--- src/rtl/mem_arbiter.sv ---
// mem_arbiter: shares one 24-bit address / 32-bit data memory port between
// the instruction-fetch requester (I) and the data requester (D). One transaction
// is in flight at a time: IDLE -> ISSUE -> WAIT (LATENCY cycles) -> RESP.
// Out-of-range addresses never reach memory and complete with err=1, rdata=0.
module mem_arbiter #(
  parameter int LATENCY  = 1,     // cycles from end of ISSUE to mem_rdata valid (>=1)
  parameter int MEM_SIZE = 4096,  // words backed by memory
  parameter int D_BURST  = 4      // D grants allowed back-to-back while I waits (>=1)
) (
  input  logic        clk,
  input  logic        reset,
  input  logic        i_req,
  input  logic [23:0] i_addr,
  output logic        i_ack,
  output logic [31:0] i_rdata,
  input  logic        d_req,
  input  logic        d_rw,
  input  logic [23:0] d_addr,
  input  logic [31:0] d_wdata,
  output logic        d_ack,
  output logic [31:0] d_rdata,
  output logic        err,
  output logic        mem_en,
  output logic        mem_rw,
  output logic [23:0] mem_addr,
  output logic [31:0] mem_wdata,
  input  logic [31:0] mem_rdata,
  output logic        owner
);

  localparam int              LW         = (LATENCY > 1) ? $clog2(LATENCY) : 1;
  localparam int              SW         = $clog2(D_BURST + 1);
  localparam logic [SW-1:0]   STREAK_MAX = SW'(D_BURST);
  localparam logic [LW-1:0]   WAIT_LAST  = LW'(LATENCY - 1);
  // One extra bit so MEM_SIZE = 1<<24 is representable and nothing is out of range.
  localparam logic [24:0]     ADDR_LIMIT = 25'(MEM_SIZE);

  typedef enum logic [1:0] {IDLE, ISSUE, WAIT, RESP} state_t;

  state_t        state_q;
  logic [SW-1:0] streak_q;
  logic [LW-1:0] wcnt_q;
  logic          oor_q;
  logic          rw_q;
  logic          owner_q;
  logic          i_ack_q, d_ack_q, err_q;
  logic [31:0]   i_rdata_q, d_rdata_q;
  logic          mem_en_q, mem_rw_q;
  logic [23:0]   mem_addr_q;
  logic [31:0]   mem_wdata_q;

  // Grant decision for the IDLE sample
  logic          grant_d;
  logic          sel_d;     // 1 = D wins
  logic          rw_d;
  logic [23:0]   addr_d;
  logic [31:0]   wdata_d;
  logic [SW-1:0] streak_d;
  logic          oor_d;

  // Arbitration: D has priority unless it has already taken D_BURST grants while I waited.
  always_comb begin
    grant_d  = i_req | d_req;
    sel_d    = d_req & (~i_req | (streak_q != STREAK_MAX));
    rw_d     = sel_d & d_rw;
    addr_d   = sel_d ? d_addr : i_addr;
    wdata_d  = sel_d ? d_wdata : '0;
    streak_d = '0;
    if (sel_d && i_req)
      streak_d = (streak_q == STREAK_MAX) ? streak_q : streak_q + 1'b1;
    oor_d    = {1'b0, addr_d} >= ADDR_LIMIT;
  end

  // Transaction sequencer with registered port and response outputs.
  always_ff @(posedge clk or posedge reset) begin
    if (reset) begin
      state_q     <= IDLE;
      streak_q    <= '0;
      wcnt_q      <= '0;
      oor_q       <= 1'b0;
      rw_q        <= 1'b0;
      owner_q     <= 1'b0;
      i_ack_q     <= 1'b0;
      d_ack_q     <= 1'b0;
      err_q       <= 1'b0;
      i_rdata_q   <= '0;
      d_rdata_q   <= '0;
      mem_en_q    <= 1'b0;
      mem_rw_q    <= 1'b0;
      mem_addr_q  <= '0;
      mem_wdata_q <= '0;
    end else begin
      case (state_q)
        IDLE: begin
          if (grant_d) begin
            owner_q  <= sel_d;
            rw_q     <= rw_d;
            streak_q <= streak_d;
            if (oor_d) begin
              // Skip the memory entirely; RESP raises the error ack one edge later.
              oor_q   <= 1'b1;
              state_q <= RESP;
            end else begin
              mem_en_q    <= 1'b1;
              mem_rw_q    <= rw_d;
              mem_addr_q  <= addr_d;
              mem_wdata_q <= wdata_d;
              state_q     <= ISSUE;
            end
          end
        end
        ISSUE: begin
          // mem_rw drops with mem_en so the shared bus is released after the issue cycle.
          mem_en_q <= 1'b0;
          mem_rw_q <= 1'b0;
          wcnt_q   <= WAIT_LAST;
          state_q  <= WAIT;
        end
        WAIT: begin
          if (wcnt_q == '0) begin
            if (owner_q) begin
              d_ack_q   <= 1'b1;
              d_rdata_q <= rw_q ? '0 : mem_rdata;
            end else begin
              i_ack_q   <= 1'b1;
              i_rdata_q <= rw_q ? '0 : mem_rdata;
            end
            state_q <= RESP;
          end else begin
            wcnt_q <= wcnt_q - 1'b1;
          end
        end
        RESP: begin
          if (oor_q && !(i_ack_q || d_ack_q)) begin
            // Error path: first RESP cycle only arms the ack.
            if (owner_q) d_ack_q <= 1'b1;
            else         i_ack_q <= 1'b1;
            err_q <= 1'b1;
          end else begin
            i_ack_q   <= 1'b0;
            d_ack_q   <= 1'b0;
            err_q     <= 1'b0;
            i_rdata_q <= '0;
            d_rdata_q <= '0;
            oor_q     <= 1'b0;
            state_q   <= IDLE;
          end
        end
        default: state_q <= IDLE;
      endcase
    end
  end

  assign i_ack     = i_ack_q;
  assign d_ack     = d_ack_q;
  assign i_rdata   = i_rdata_q;
  assign d_rdata   = d_rdata_q;
  assign err       = err_q;
  assign mem_en    = mem_en_q;
  assign mem_rw    = mem_rw_q;
  assign mem_addr  = mem_addr_q;
  assign mem_wdata = mem_wdata_q;
  assign owner     = owner_q;

endmodule
--- config.mk ---
export PLATFORM = sky130hd
export DESIGN_NAME = mem_arbiter
export DESIGN_NICKNAME = d
export VERILOG_FILES = /design/src/rtl/mem_arbiter.sv
export SDC_FILE = /design/constraint.sdc
export NUM_CORES = 1
export LEC_CHECK = 0
export ABC_AREA = 1
export CORE_ASPECT_RATIO = 1.1
export CORE_MARGIN = 2
export CORE_UTILIZATION = 44
export CTS_CLUSTER_DIAMETER = 80
export DETAILED_ROUTE_END_ITERATION = 8
export PLACE_DENSITY_LB_ADDON = 0.12
export SYNTH_ARGS = -nofsm -noshare
export SYNTH_HDL_FRONTEND = slang
export SYNTH_SLANG_ARGS = --single-unit
--- constraint.sdc ---
create_clock -name clk -period 7.16 [get_ports clk]
set_input_delay 2.148 -clock clk [delete_from_list [all_inputs] [get_ports clk]]
set_output_delay 2.148 -clock clk [all_outputs]
set_load 0.03 [all_outputs]
==> impl_metrics.yaml <==
run_status:
  status: "complete, no violations"
global_route:
  grtUsageTotal_pct: 21.5
  overflow: 0
  grt_max_degree: 71
  grt_first_pass_wirelength_um: 25100
  antenna_found_initial: 0
  first_global_vias: 5283
yosys:
  synth-compound-area-share_pct: 7.59
  yosysTopAreaCell: "dfrtp_1"
  synth.area.mux_share_pct: 1.96
  synth-xor-area-share_pct: 0.143
  synth.distinct_cells: 27
  synth_top_family_by_area: "simple AND/OR/NAND/NOR gates"
  yosys-top-cells-count: "nand2_1 (305), dfrtp_1 (133), inv_1 (74), nor2_1 (49), o21ai_2 (46)"
  yosys_warnings: 0
  yosysSeqAreaShare_pct: 54.3
  syn_area_per_cell_sq_um: 8.58
  netlist_area_sq_um: 6130
  syn_nets: 837
  ys_seq_elements: 133
  synth_edf_count: 0
  yosysTopAreaCellShare_pct: 54.3
  yosys.area_share.adder_pct: 1.22
  yosysMostFrequentCell: "nand2_1"
  async_flop_share_pct: 100
  syn_inst: 714
  synthSimpleGateAreaFrac_pct: 26.7
  synthTopCellsByArea: "dfrtp_1 (54%), nand2_1 (19%), o21ai_2 (6.6%)"
  ys.flop_type: "dfrtp_1"
cells_and_area:
  nNetsFinal: 1070
  syn_to_final_growth_pct: 51.4
  drive_gt1_share_pct: 11.1
  diodes: 0
  fin_area_sq_um: 9280
power_and_ir_drop:
  leakagePower_nw: 4.62
  p_switching_mw: 1.35
  seq_power_share_pct: 29.8
  combPwrFrac_pct: 41.9
  peakVddDrop_uv: 244
  p_clk_share_pct: 28.3
  swShare_pct: 39.1
  internal_power_mw: 2.10
  power_density_nw_per_um2: 372
  finalPower_mw: 3.45
routing:
  dr.pass1.iters: 4
  wl_um: 15800
  vias: 5313
  ant_nets: 0
  avgViaCountPerCell: 4.63
  drt-initial-drc-count: 290
  drc: 0
  routedWlPerCell_um: 13.8
worst_setup_path:
  critical_path.cell_chain: "clkdlybuf4s50_1 > nand3_2 > nand2_4 > nand2_1 > nand2_1 > nand2_1 > nor2_1 > nand4_4 > buf_4 > nand2_1 > o21ai_2"
  slowest_stage: "nand4_4"
  cp.required_ns: 7.43
  reg2reg_slack_ns: 3.82
  crit_path_frequent_cell: "nand2_1"
  r2r_end: "mem_wdata[16]"
  cp_data_arrival_time_ns: 5.32
  r2r.worst_path.cells: 12
  crit_path_end_kind: "flop"
  critPathKind: "in2reg"
  reg2reg_from: "streak_q[0]"
  worst_setup_path_start_kind: "primary input"
  crit_fanout: 54
  slowest_delay_ns: 0.63
sta:
  finClkSkew_ns: 0.0122
  setup_ws_ns: 2.11
  timing.fmax_ghz: 0.198
  rsz0062_at_grt: "no"
  hold_viol: 0
  slew_viol_final: 0
  final-setup-viol-count: 0
  fin_setup_tns_ns: 0
  worst_pin_slew_ns: 1.08
  finalCriticalPeriod_ns: 5.05
  slew_headroom_pct: 27.6
  timing.hold.ws_ns: 0.474
  final.period_utilization_pct: 70.5
flow_run:
  maxCapViolations: 0
die:
  start_util_pct: 44.8
  die_h_um: 128
  fp-row-count: 45
  io_pins: 243
  dieArea_sq_um: 14900
  core_sq_um: 13700
  dieWidth_um: 117
placement:
  place_hpwl_um: 11200
  portBuffers: 242
  pre_cts_slack_ns: 1.71
  finalWeightedCongestion: 0.814
  post_dp_cell_area_sq_um: 8610
clock_network:
  postCtsHoldBufs: 0
  root_buffer: "clkbuf_16"
  clock-sinks: 133
  clk_pin_slew_worst_paths_ns: 0.05
  cts_made_buffers: 17
  tritoncts: "done"
  ctsResizeCount: 0
  clk_path_buf_depth: 2
  htreeDepth: 4
  postCtsSetupRepairBufs: 0
  clock_latency_ns: 0.41
hold_path:
  hold_depth: 2
  min_from: "d_rdata[22]"
  min_path_type: "reg2reg"
  whs_endpoint: "d_rdata[22]"
==> how the worst max path moves through the flow <==
stage / startpoint / end / slack [ns] / cells past startpoint
after floorplan: reset / d_ack / 1.46 / 1
after detailed placement: i_req / mem_wdata[15] / 1.71 / 11
after global routing: i_req / mem_wdata[16] / 1.83 / 11
after CTS: i_req / mem_wdata[29] / 2.14 / 11
final: i_req / mem_wdata[16] / 2.11 / 11
after global placement: i_req / mem_wdata[18] / 1.87 / 11
==> cell usage in the layout (no fill, tap or decap) <==
cell type          n
clkbuf_8           1
ha_1               6
inv_1             73
clkinv_4           2
bufinv_16          6
a22oi_1            1
clkinv_1           1
buf_4              5
nand3_1            5
mux2i_1           12
clkbuf_1           1
nand2_1          305
inv_6              1
nand3_2            3
clkinvlp_4         2
nor2_1            49
nand2_4            1
o21ai_0            9
nand3b_1          10
xor2_1             1
clkbuf_16         17
or2_2              1
nand4_1            3
clkdlybuf4s50_1  242
nor2_2             1
nand2_2           16
a21oi_1            2
inv_4              1
nor2_4             1
clkinv_2           1
dfrtp_1          133
nand4_4            1
o21ai_2           46
==> layout make-up <==
| cell class | count | area [sq um] |
|---|---|---|
| Fill cell | 1133 | 4400 |
| Sequential cell | 133 | 3330 |
| Timing Repair Buffer | 247 | 2460 |
| Multi-Input combinational cell | 473 | 2300 |
| Clock buffer | 19 | 443 |
| Inverter | 75 | 284 |
| Tap cell | 188 | 235 |
| Clock inverter | 12 | 226 |
==> per-layer routing <==
metal	track usage [%]	wire length, um	up-vias
met5	0	0	-
met4	8.05	233	0
met3	6.81	1350	19
met2	35.4	7600	198
met1	26.3	6660	2471
li1	-	-	2625
==> sequential cells by signal, indices dropped and copies added, names as in the netlist <==
signal,count
d_ack,1
d_rdata,32
err,1
i_ack,1
i_rdata,32
mem_addr,24
mem_en,1
mem_rw,1
mem_wdata,32
oor_q,1
owner,1
rw_q,1
state_q,2
streak_q,3
==> worst max-delay path: cells and delay by family <==
| kind | cells | cell delay [ns] |
|---|---|---|
| simple gates | 8 | 1.91 |
| compound gates | 1 | 0.06 |
| buf+inv | 2 | 1.15 |
==> power groups by stage <==
stage | registers, mW | logic, mW | clock network [mW]
final | 1.03 | 1.45 | 0.979
after global routing | 1.05 | 1.59 | 1.03
after CTS | 1.03 | 1.46 | 0.997
after detailed placement | 1.04 | 1.46 | 0
after global placement | 1.03 | 1.43 | 0
after floorplan | 1.33 | 0.596 | 0
==> kinds of logic (layout without fill, tap and decap cells) <==
group	after synthesis	in the layout
AND/OR/NAND/NOR	396	396
flip-flops	133	133
buffers and inverters	108	353
AO/OA/AOI/OAI	58	58
multiplexers	12	12
adder cells (fa/ha/maj)	6	6
XOR/XNOR	1	1
==> metrics by stage <==
stage                     std cells  util, %
after CTS                      1147     67.8
final                          1147     67.8
after global routing           1147     67.8
after detailed placement       1116     62.9
after global placement         1116     62.9
after floorplan                 714        -
(Power assumes the default switching activity.)
